--- config.mk ---
export PLATFORM = sky130hd
export DESIGN_NAME = pipelined_alu_flat
export DESIGN_NICKNAME = d
export VERILOG_FILES = /design/src/rtl/pipelined_alu_if.sv /design/src/rtl/pipelined_alu.sv /design/src/flat_wrapper.sv
export SDC_FILE = /design/constraint.sdc
export NUM_CORES = 1
export LEC_CHECK = 0
export ABC_AREA = 1
export CAP_MARGIN = 40
export CORE_MARGIN = 4
export CORE_UTILIZATION = 45
export CTS_BUF_LIST = sky130_fd_sc_hd__clkbuf_8
export CTS_CLUSTER_DIAMETER = 80
export CTS_CLUSTER_SIZE = 24
export DETAILED_ROUTE_END_ITERATION = 10
export GPL_TIMING_DRIVEN = 0
export PLACE_DENSITY = 0.66
export SETUP_SLACK_MARGIN = 0.4
export SYNTH_ARGS = -nofsm -noshare
export SYNTH_HDL_FRONTEND = slang
export SYNTH_SLANG_ARGS = --single-unit
export TNS_END_PERCENT = 10
--- constraint.sdc ---
create_clock -name Clock -period 1.9 [get_ports Clock]
set_input_delay 0.38 -clock Clock [delete_from_list [all_inputs] [get_ports Clock]]
set_output_delay 0.38 -clock Clock [all_outputs]
set_load 0.05 [all_outputs]
--- src/rtl/pipelined_alu_if.sv ---
// rtl/pipelined_alu_if.sv - operation/result handshake bundle for the pipelined ALU
interface pipelined_alu_if #(
    parameter int WIDTH = 8
);
    logic             InValid;
    logic             InReady;
    logic [WIDTH-1:0] Operand1;
    logic [WIDTH-1:0] Operand2;
    logic [3:0]       OpCode;
    logic             OutValid;
    logic             OutReady;
    logic [WIDTH-1:0] Result;
    logic             Carry;
    logic             Zero;
    logic             Overflow;
    logic             Error;

    modport master (
        output InValid, Operand1, Operand2, OpCode, OutReady,
        input  InReady, OutValid, Result, Carry, Zero, Overflow, Error
    );

    modport slave (
        input  InValid, Operand1, Operand2, OpCode, OutReady,
        output InReady, OutValid, Result, Carry, Zero, Overflow, Error
    );
endinterface

--- src/rtl/pipelined_alu.sv ---
// rtl/pipelined_alu.sv - combinational ALU feeding a valid-tagged, back-pressured output pipeline
module pipelined_alu #(
    parameter int WIDTH  = 8,
    parameter int STAGES = 2
) (
    input  logic           Clock,
    input  logic           Reset_n,
    pipelined_alu_if.slave bus
);
    localparam logic [3:0] OP_ADD  = 4'd0;
    localparam logic [3:0] OP_SUB  = 4'd1;
    localparam logic [3:0] OP_AND  = 4'd2;
    localparam logic [3:0] OP_OR   = 4'd3;
    localparam logic [3:0] OP_XOR  = 4'd4;
    localparam logic [3:0] OP_NOT  = 4'd5;
    localparam logic [3:0] OP_SHL  = 4'd6;
    localparam logic [3:0] OP_SHR  = 4'd7;
    localparam logic [3:0] OP_ASR  = 4'd8;
    localparam logic [3:0] OP_ROL  = 4'd9;
    localparam logic [3:0] OP_ROR  = 4'd10;
    localparam logic [3:0] OP_SLT  = 4'd11;
    localparam logic [3:0] OP_PASS = 4'd12;

    // WIDTH always fits in WIDTH bits for WIDTH >= 2, so one constant serves
    // both the shift-saturation compare and the rotate modulo.
    localparam logic [WIDTH-1:0] W_VAL = WIDTH[WIDTH-1:0];

    typedef struct packed {
        logic [WIDTH-1:0] result;
        logic             carry;
        logic             zero;
        logic             overflow;
        logic             error;
    } entry_t;

    entry_t              data_q [STAGES];
    logic [STAGES-1:0]   valid_q;
    logic [STAGES:0]     ld;
    entry_t              comp;

    logic [WIDTH-1:0]    a;
    logic [WIDTH-1:0]    b;
    logic [WIDTH-1:0]    res;
    logic [WIDTH:0]      sum;
    logic [2*WIDTH-1:0]  dbl;
    logic [WIDTH-1:0]    amt;
    logic                cy;
    logic                ov;
    logic                err;

    assign a = bus.Operand1;
    assign b = bus.Operand2;

    // Operation decode and evaluation; result lands in stage 1 on accept.
    always_comb begin
        res = '0;
        sum = '0;
        dbl = '0;
        cy  = 1'b0;
        ov  = 1'b0;
        err = 1'b0;
        amt = b % W_VAL;
        case (bus.OpCode)
            OP_ADD: begin
                sum = {1'b0, a} + {1'b0, b};
                res = sum[WIDTH-1:0];
                cy  = sum[WIDTH];
                ov  = (a[WIDTH-1] == b[WIDTH-1]) && (res[WIDTH-1] != a[WIDTH-1]);
            end
            OP_SUB: begin
                // Bit WIDTH of the extended difference is the unsigned borrow.
                sum = {1'b0, a} - {1'b0, b};
                res = sum[WIDTH-1:0];
                cy  = sum[WIDTH];
                ov  = (a[WIDTH-1] != b[WIDTH-1]) && (res[WIDTH-1] != a[WIDTH-1]);
            end
            OP_AND:  res = a & b;
            OP_OR:   res = a | b;
            OP_XOR:  res = a ^ b;
            OP_NOT:  res = ~a;
            OP_SHL: begin
                if (b >= W_VAL) res = '0;
                else            res = a << b;
            end
            OP_SHR: begin
                if (b >= W_VAL) res = '0;
                else            res = a >> b;
            end
            OP_ASR: begin
                if (b >= W_VAL) res = {WIDTH{a[WIDTH-1]}};
                else            res = $signed(a) >>> b;
            end
            OP_ROL: begin
                dbl = {a, a} << amt;
                res = dbl[2*WIDTH-1:WIDTH];
            end
            OP_ROR: begin
                dbl = {a, a} >> amt;
                res = dbl[WIDTH-1:0];
            end
            OP_SLT:  res = {{(WIDTH-1){1'b0}}, ($signed(a) < $signed(b))};
            OP_PASS: res = a;
            default: err = 1'b1;
        endcase
        comp.result   = res;
        comp.carry    = cy;
        comp.zero     = (res == '0);
        comp.overflow = ov;
        comp.error    = err;
    end

    // Load enables, evaluated from the output backwards: a stage may load when
    // it is empty or when the stage after it can take its contents.
    always_comb begin
        ld = '0;
        ld[STAGES] = bus.OutReady;
        for (int s = STAGES - 1; s >= 0; s--) begin
            ld[s] = !valid_q[s] || ld[s + 1];
        end
    end

    // Stage registers; stage 0 captures the ALU, later stages shift downstream.
    always_ff @(posedge Clock or negedge Reset_n) begin
        if (!Reset_n) begin
            valid_q <= '0;
            for (int s = 0; s < STAGES; s++) begin
                data_q[s] <= '0;
            end
        end else begin
            if (ld[0]) begin
                valid_q[0] <= bus.InValid;
                data_q[0]  <= comp;
            end
            for (int s = 1; s < STAGES; s++) begin
                if (ld[s]) begin
                    valid_q[s] <= valid_q[s - 1];
                    data_q[s]  <= data_q[s - 1];
                end
            end
        end
    end

    assign bus.InReady  = ld[0] && Reset_n;
    assign bus.OutValid = valid_q[STAGES-1];
    assign bus.Result   = data_q[STAGES-1].result;
    assign bus.Carry    = data_q[STAGES-1].carry;
    assign bus.Zero     = data_q[STAGES-1].zero;
    assign bus.Overflow = data_q[STAGES-1].overflow;
    assign bus.Error    = data_q[STAGES-1].error;
endmodule

--- src/flat_wrapper.sv ---
// flat-port wrapper written by rule: the top's interface ports become plain ports
module pipelined_alu_flat 
#(
    parameter int WIDTH  = 8,
    parameter int STAGES = 2
)
  (Clock, Reset_n, bus_InValid, bus_Operand1, bus_Operand2, bus_OpCode, bus_OutReady, bus_InReady, bus_OutValid, bus_Result, bus_Carry, bus_Zero, bus_Overflow, bus_Error);
  pipelined_alu_if #(.WIDTH(WIDTH)) bus_i ();
  input  logic Clock;
  input  logic Reset_n;
  input wire logic [$bits(bus_i.InValid)-1:0] bus_InValid;
  input wire logic [$bits(bus_i.Operand1)-1:0] bus_Operand1;
  input wire logic [$bits(bus_i.Operand2)-1:0] bus_Operand2;
  input wire logic [$bits(bus_i.OpCode)-1:0] bus_OpCode;
  input wire logic [$bits(bus_i.OutReady)-1:0] bus_OutReady;
  output wire logic [$bits(bus_i.InReady)-1:0] bus_InReady;
  output wire logic [$bits(bus_i.OutValid)-1:0] bus_OutValid;
  output wire logic [$bits(bus_i.Result)-1:0] bus_Result;
  output wire logic [$bits(bus_i.Carry)-1:0] bus_Carry;
  output wire logic [$bits(bus_i.Zero)-1:0] bus_Zero;
  output wire logic [$bits(bus_i.Overflow)-1:0] bus_Overflow;
  output wire logic [$bits(bus_i.Error)-1:0] bus_Error;
  assign bus_i.InValid = bus_InValid;
  assign bus_i.Operand1 = bus_Operand1;
  assign bus_i.Operand2 = bus_Operand2;
  assign bus_i.OpCode = bus_OpCode;
  assign bus_i.OutReady = bus_OutReady;
  assign bus_InReady = bus_i.InReady;
  assign bus_OutValid = bus_i.OutValid;
  assign bus_Result = bus_i.Result;
  assign bus_Carry = bus_i.Carry;
  assign bus_Zero = bus_i.Zero;
  assign bus_Overflow = bus_i.Overflow;
  assign bus_Error = bus_i.Error;
  pipelined_alu #(.WIDTH(WIDTH), .STAGES(STAGES)) u_core (.Clock(Clock), .Reset_n(Reset_n), .bus(bus_i));
endmodule
==> run summary <==
The analysis attributes to cell leakage a power of 0.00248 uW. The relative slew slack was 0.629; the cts-stage hold buffer count was 0. The tools report the number of global-route vias before repair as 4,281. Setup repair after global routing could not meet its margin everywhere. Dividing total power by cell area gives a power density of 477 mW/mm^2. The synthesis-to-layout area growth was 30.1%; the sequential-to-total area share from yosys stat was 0.174.

In the final routed layout, each cell accounts on average for 15.6 um. The share of post-route cells with drive strength above 1 works out to 0.272. The run gives 3 as the number of buffers added by the clock tree synthesis step.

For this design, the slowest cell found on the critical path is sky130_fd_sc_hd__fa_2. The tools report the number of clock sinks seen by CTS as 26. For the pin with the worst max-slew slack, the measured transition is 0.556 ns. Period utilization: 1.11.

The kind of cell with the highest combined delay along the critical path is simple AND/OR/NAND/NOR gates. Measured along the y axis, the die boundary spans 99.1 um. The max-capacitance violation count is 0, and the endpoint required time on the critical path is 2.11 ns. Library cell occupying the most area in the post-synthesis netlist: sky130_fd_sc_hd__nand2_1.

The run finished, with violations left. The largest driver fanout on the critical path came out at 4. The class of the most critical setup path is in2reg.

Tracing the worst setup path back leads to its startpoint at bus_Operand2[1]. The tools report the total design power as 2320 uW. The post-synth design cell area is 0.00373 mm^2, and the worst hold margin is 0.203 ns.

Clock-pin slew was measured on the worst setup and hold paths at 0.08 ns. The logs give 0.00292 mm^2 for the area of the multi-input gates and 0 for the total overflow reported by the global router. For this run, the top clock speed supported by timing is 473 MHz. The total nets after synthesis came out at 689. Setup violations remaining at the end of the flow were counted as 3. The tree is rooted in a sky130_fd_sc_hd__clkbuf_8.

The count of pins over their slew limit was 0; the overall routing resource usage was 0.251. The later pin in the worst-skew pair is clocked with a latency of 0.26 ns. Worst supply voltage drop on vdd: 251 uV. STA classifies the critical path startpoint as an input pin. The average instance in the mapped netlist occupies 5.85 um^2. The number of cells traversed by the worst register-to-register path was 8. For this run, the slowest stage of the critical path takes 0.39 ns.

The worst setup path is captured at a register. The minimum clock period after layout is 2.11 ns, and the post-layout net count is 753. The number of buffer cells added on primary ports came out at 37. The floorplan die area was 0.00981 mm^2.

The worst setup skew after layout was 0.00216 ns. The final layout contains routed wiring with a total length of 12,500 um. Placeable core area: 0.00789 mm^2. For this run, the leading register cell type out of synthesis is sky130_fd_sc_hd__dfrtp_1. The first detailed-routing pass ran for 7 iterations. The number of enable flip-flop cells after synthesis was 0; the count of unresolved DRC violations after routing was 0. Share of the synthesized area in the top cell type: 0.212.

The HPWL after detailed placement was 9870 um; the hold violation total from the final report was 0. Endpoint of the worst-slack reg-to-reg timing path: u_core.data_q[12]. The number of fill cells came out at 801. Reg2reg setup slack: 0.54 ns. TritonCTS built the clock tree.

The final route contains 4,415 vias. No sink is reached through more buffers than the 2 on the longest clock path. For the number of H-tree levels, the log shows 1. Post-synthesis cell count: 638. The initial antenna violation count was 0.

After floorplanning, the core was divided into 32 placement rows. Yosys printed 0 warnings. The congestion estimate from routability-driven global placement came to 1.02. The setup slack after layout was -0.213 ns. The final reports fail on negative setup slack.

In this run, the number of DRC markers left after iteration 0 of detailed routing was 270. The startpoint of the lowest-slack register-to-register path is u_core.valid_q[1]. The tools report the initial standard-cell utilization of the core as 0.473. Count of buffering cells on the critical path with inverters included: 4.

By area the synthesized netlist is led by sky130_fd_sc_hd__nand2_1, sky130_fd_sc_hd__dfrtp_1, sky130_fd_sc_hd__nand3_1. The largest net degree at the start of global routing is 17, and the remaining number of nets flagged by the antenna check after routing is 0. Counting flops and latches in the post-synthesis netlist gives 26. Summing all flip-flop and latch instances after layout gives 651 um^2. Global-route wire length before repair: 20,200 um. From left edge to right edge, the die measures 99.1 um. Counting distinct cell types in the post-synthesis netlist gives 45.

Traced cell by cell, the critical path runs through buf_8 > buf_8 > inv_8 > buf_12 > fa_2 > xnor2_1 > a21oi_1 > nand3_1 > nor2_1 > nand3_1 > a21oi_2 > nand2_1 > nor2_1 > nand3_1 > nand2_1. The antenna diode count was 0. In this run the count of I/O pins placed on the die edge is 38.

Data on the critical path arrives at its endpoint at 2.32 ns. Dividing the detail-routed via count by the number of cells gives 5.50. The tightest min-delay check is of the in2async type. The post-synthesis async set-or-reset flop share is 1.00.

The most prevalent standard cell on the critical path is sky130_fd_sc_hd__nand3_1.
repair_timing:
item,in CTS,in global routing
gates resized for setup,201,36
setup endpoints to repair,27,15
pin swaps,32,26
buffers inserted,19,1
cloned,1,0
synthesized netlist by cell type, types with 2 or more instances:
library cell               count
sky130_fd_sc_hd__a21oi_2       2
sky130_fd_sc_hd__nor3_1        2
sky130_fd_sc_hd__nand3b_1      2
sky130_fd_sc_hd__fa_1          2
sky130_fd_sc_hd__inv_2         7
sky130_fd_sc_hd__ha_1         25
sky130_fd_sc_hd__nor2_4        2
sky130_fd_sc_hd__a31oi_1       2
sky130_fd_sc_hd__o211ai_1      3
sky130_fd_sc_hd__buf_4        12
sky130_fd_sc_hd__nor3_2        2
sky130_fd_sc_hd__buf_2         8
sky130_fd_sc_hd__a21oi_1      24
sky130_fd_sc_hd__nand2_8       2
sky130_fd_sc_hd__inv_1        51
sky130_fd_sc_hd__nand2_1     211
sky130_fd_sc_hd__o21ai_2       2
sky130_fd_sc_hd__nand3_2       6
sky130_fd_sc_hd__nand2_4       2
sky130_fd_sc_hd__nand2_2       9
sky130_fd_sc_hd__or2_2         2
sky130_fd_sc_hd__and2_1        2
sky130_fd_sc_hd__dfrtp_1      26
sky130_fd_sc_hd__nor2_1       73
sky130_fd_sc_hd__o21ai_0      29
sky130_fd_sc_hd__nand4_1      10
sky130_fd_sc_hd__o21ai_1       6
sky130_fd_sc_hd__nand3_1      91
sky130_fd_sc_hd__clkbuf_1      6
sky130_fd_sc_hd__xnor2_1       2
per-stage QoR:
stage / cells / setup WS (ns) / area (um^2) / TNS (ns) / utilization
after floorplan: 638 / -0.0352 / 3820 / -0.0521 / -
after global placement: 777 / -1.18 / 4320 / -12.00 / 0.547
after detailed placement: 778 / -1.23 / 4330 / -12.09 / 0.549
after CTS: 802 / -0.154 / 4780 / -0.280 / 0.606
after global routing: 803 / -0.340 / 4860 / -1.35 / 0.616
final: 803 / -0.213 / 4860 / -0.523 / 0.616
worst register-to-register path, stage by stage, from the launching register on:
cell and delay [ns]:
sky130_fd_sc_hd__dfrtp_1 0.37, sky130_fd_sc_hd__inv_2 0.05, sky130_fd_sc_hd__nor2_4 0.14, sky130_fd_sc_hd__inv_4 0.07, sky130_fd_sc_hd__nor2_4 0.14, sky130_fd_sc_hd__buf_4 0.18
sky130_fd_sc_hd__clkbuf_4 0.20, sky130_fd_sc_hd__nand2_1 0.06, sky130_fd_sc_hd__o31ai_1 0.06
final cells by class:
class,instances,area share
Timing Repair Buffer,59,0.116
Multi-Input combinational cell,523,0.602
Sequential cell,26,0.134
Buffer,29,0.0567
Clock buffer,4,0.0113
Inverter,60,0.0541
Tap cell,102,0.0263
per-layer routing:
layer,vias up,part of all wire,GRT usage
met2,174,0.49,0.453
met5,-,0,0
li1,2185,-,-
met4,0,0.035,0.0924
met3,31,0.073,0.0283
met1,2025,0.41,0.303
power breakdown:
group | internal (uW) | switching (uW) | leakage [uW]
registers | 635 | 41.5 | 0.000334
clock network | 185 | 160 | 0.0000288
logic | 496 | 800 | 0.00211
total | 1320 | 1000 | 0.00248
cells in the final DEF, fill, tap and decap left out, types with 13 or more instances in the layout:
| cell type | netlist | layout |
|---|---|---|
| sky130_fd_sc_hd__a21oi_1 | 24 | 16 |
| sky130_fd_sc_hd__buf_4 | 12 | 42 |
| sky130_fd_sc_hd__dfrtp_1 | 26 | 26 |
| sky130_fd_sc_hd__ha_1 | 25 | 19 |
| sky130_fd_sc_hd__inv_1 | 51 | 36 |
| sky130_fd_sc_hd__inv_2 | 7 | 15 |
| sky130_fd_sc_hd__nand2_1 | 211 | 198 |
| sky130_fd_sc_hd__nand2_2 | 9 | 21 |
| sky130_fd_sc_hd__nand3_1 | 91 | 84 |
| sky130_fd_sc_hd__nand3_2 | 6 | 13 |
| sky130_fd_sc_hd__nor2_1 | 73 | 56 |
| sky130_fd_sc_hd__nor2_2 | 1 | 16 |
| sky130_fd_sc_hd__o21ai_0 | 29 | 23 |
worst max-delay path by stage:
stage,to,slack [ns],depth (start not counted)
floorplan,u_core.data_q[14],-0.04,14
global placement,u_core.data_q[14],-1.18,15
detailed placement,u_core.data_q[14],-1.23,15
CTS,u_core.data_q[14],-0.15,15
global route,u_core.data_q[14],-0.34,15
finish,u_core.data_q[14],-0.21,15
sequential cells by signal, summed over array words and instances (netlist names):
register	flops
u_core.bus.Overflow	1
u_core.data_q	12
u_core.valid_q	2
u_core.bus.Carry	1
u_core.bus.Zero	1
u_core.bus.Error	1
u_core.bus.Result	8
cells by family (layout without fill, tap and decap cells):
| family | count (synthesis) | after routing | share of synthesized area |
|---|---|---|---|
| AOI/OAI and AO/OA | 75 | 75 | 0.112 |
| buffers and inverters | 89 | 152 | 0.112 |
| adders and majority gates | 27 | 27 | 0.0945 |
| DFF | 26 | 26 | 0.174 |
| and+or+nand+nor | 418 | 418 | 0.501 |
| xor gates and xnor gates | 3 | 3 | 0.00704 |
Note: power is estimated with default switching activity, not from simulation.
==> patch: new RTL, config.mk and constraints unchanged <==
Remove the case item `OP_SHR` of the case on `bus.OpCode`.
--- a/src/rtl/pipelined_alu.sv
+++ b/src/rtl/pipelined_alu.sv
@@ -82,10 +82,6 @@
                 if (b >= W_VAL) res = '0;
                 else            res = a << b;
             end
-            OP_SHR: begin
-                if (b >= W_VAL) res = '0;
-                else            res = a >> b;
-            end
             OP_ASR: begin
                 if (b >= W_VAL) res = {WIDTH{a[WIDTH-1]}};
                 else            res = $signed(a) >>> b;
Check against the original RTL: not equivalent (Yosys sat finds a counterexample within 4 cycles, from zero or initial values and one cycle with Reset_n low).
==> patch against the unedited design <==
  * The run still ends with setup timing left
  * Hold slack worse by 57 ps
  * Combinational power down 5%
  * Global-route usage up 0.19 points
  * Sequential power about the same
  * Synthesized area down 3.9%
  * Non-clock buffer count down 6
  * Routed wire length down 1.6%
  * Clock power up 2%
  * Total power down 2.0%
  * Sequential share of layout area up 0.89 points
  * Worst setup slack worse by 8.4 ps
  * Critical endpoint is now u_core.data_q[18]
  * Cell area down 6.1%
  * Sequential cell count unchanged
  * Critical path depth up 3
==> patch: results <==
group,metric,value,unit
worst_setup_path,r2r-end,"u_core.data_q[12]",
synthesis,synthAdderAreaFrac,9.836,%
placed_design,place_hpwl,9.590,mm
placed_design,placement.io_buffers,36,
power_and_ir_drop,total_leakage_power,2.379,nW
synthesis,synth_ff_type,"dfrtp_1",
worst_setup_path,crit_path_end,"u_core.data_q[18]",
route,drtIter0Drc,300,
grt,grt_max_degree,20,
timing,clock_skew,1.781,ps
worst_setup_path,regToRegSetupSlack,610,ps
cells_and_area,fill_cells,767,
synthesis,synth_xor_area_share,0.2442,%
cells_and_area,drive_gt1_share,23.91,%
synthesis,synth.distinct_cells,38,
clocking,post_cts_buffers,17,
placed_design,finalWeightedCongestion,0.9700,
route,firstDrtPassIters,5,
outcome,violations,"setup timing",
synthesis,synth_compound_area_share,8.685,%
timing,setup_tns,-992.1,ps
timing,setup_viol,7,
synthesis,ys_seq_area_share,18.14,%
clocking,cts_buffers,3,
grt,grt_pass1_vias,3893,
power_and_ir_drop,ir_drop,0.2829,mV
placed_design,placed_area,0.004167,sq mm
worst_setup_path,crit_slowest_cell,"ha_4",
worst_setup_path,slowest_delay,230,ps
cells_and_area,nets,738,
synthesis,synth_fp_nets,679,
worst_setup_path,timing.rr.start,"u_core.valid_q[1]",
timing,worstMarginPinSlew,441.6,ps
route,viasPerCell,5.495,
worst_setup_path,crit_path_max_fanout,10,
clocking,cts_resized,172,
route,drtAntennaViolNets,0,
placed_design,dp_slack,-1278,ps
route,wire_per_inst,15.59,microns
outcome,status,"complete, but fails checks",
synthesis,synth_commonest_cells,"212 x nand2_1, 115 x nand3_1, 66 x nor2_1",
worst_setup_path,startpoint,"bus_Operand2[2]",
synthesis,synth.area.top_cells,"nand2_1 22%, dfrtp_1 18%, nand3_1 16%",
timing,setup_slack,-221.0,ps
grt,grt_pass1_wl,19.59,mm
worst_setup_path,crit_arrival,2280,ps
grt,grt_usage,25.26,%
worst_setup_path,crit_family,"buffers and inverters",
patch: metrics by stage:
stage                     cells  power (mW)  hold WS (ps)
after detailed placement    767       1.804         441.0
after CTS                   788       2.243         153.0
after global placement      766       1.785         442.8
after floorplan             628       1.453         84.41
after global routing        788       2.423         163.1
final                       788       2.271         146.3
patch: area by class of cell:
cell class                      count  area (sq um)  area share, %
Multi-Input combinational cell    506          2736          59.98
Inverter                           68         272.8          5.979
Tap cell                          102         127.6          2.798
Buffer                             28         247.7          5.431
Timing Repair Buffer               54         470.5          10.31
Clock buffer                        4         55.05          1.207
Sequential cell                    26         651.9          14.29
patch: metal layers:
layer	wire length, microns	global-route usage, %
met1	5195	33.57
met2	5667	41.77
met3	861	2.943
met4	561	10.12
met5	0	0
patch: power by group:
group	internal [mW]	switching (mW)	total (mW)	leakage, nW
Combinational	0.453	0.789	1.24	2.02
Clock	0.185	0.165	0.350	0.0288
Sequential	0.638	0.0405	0.678	0.329
Total	1.28	0.995	2.27	2.38
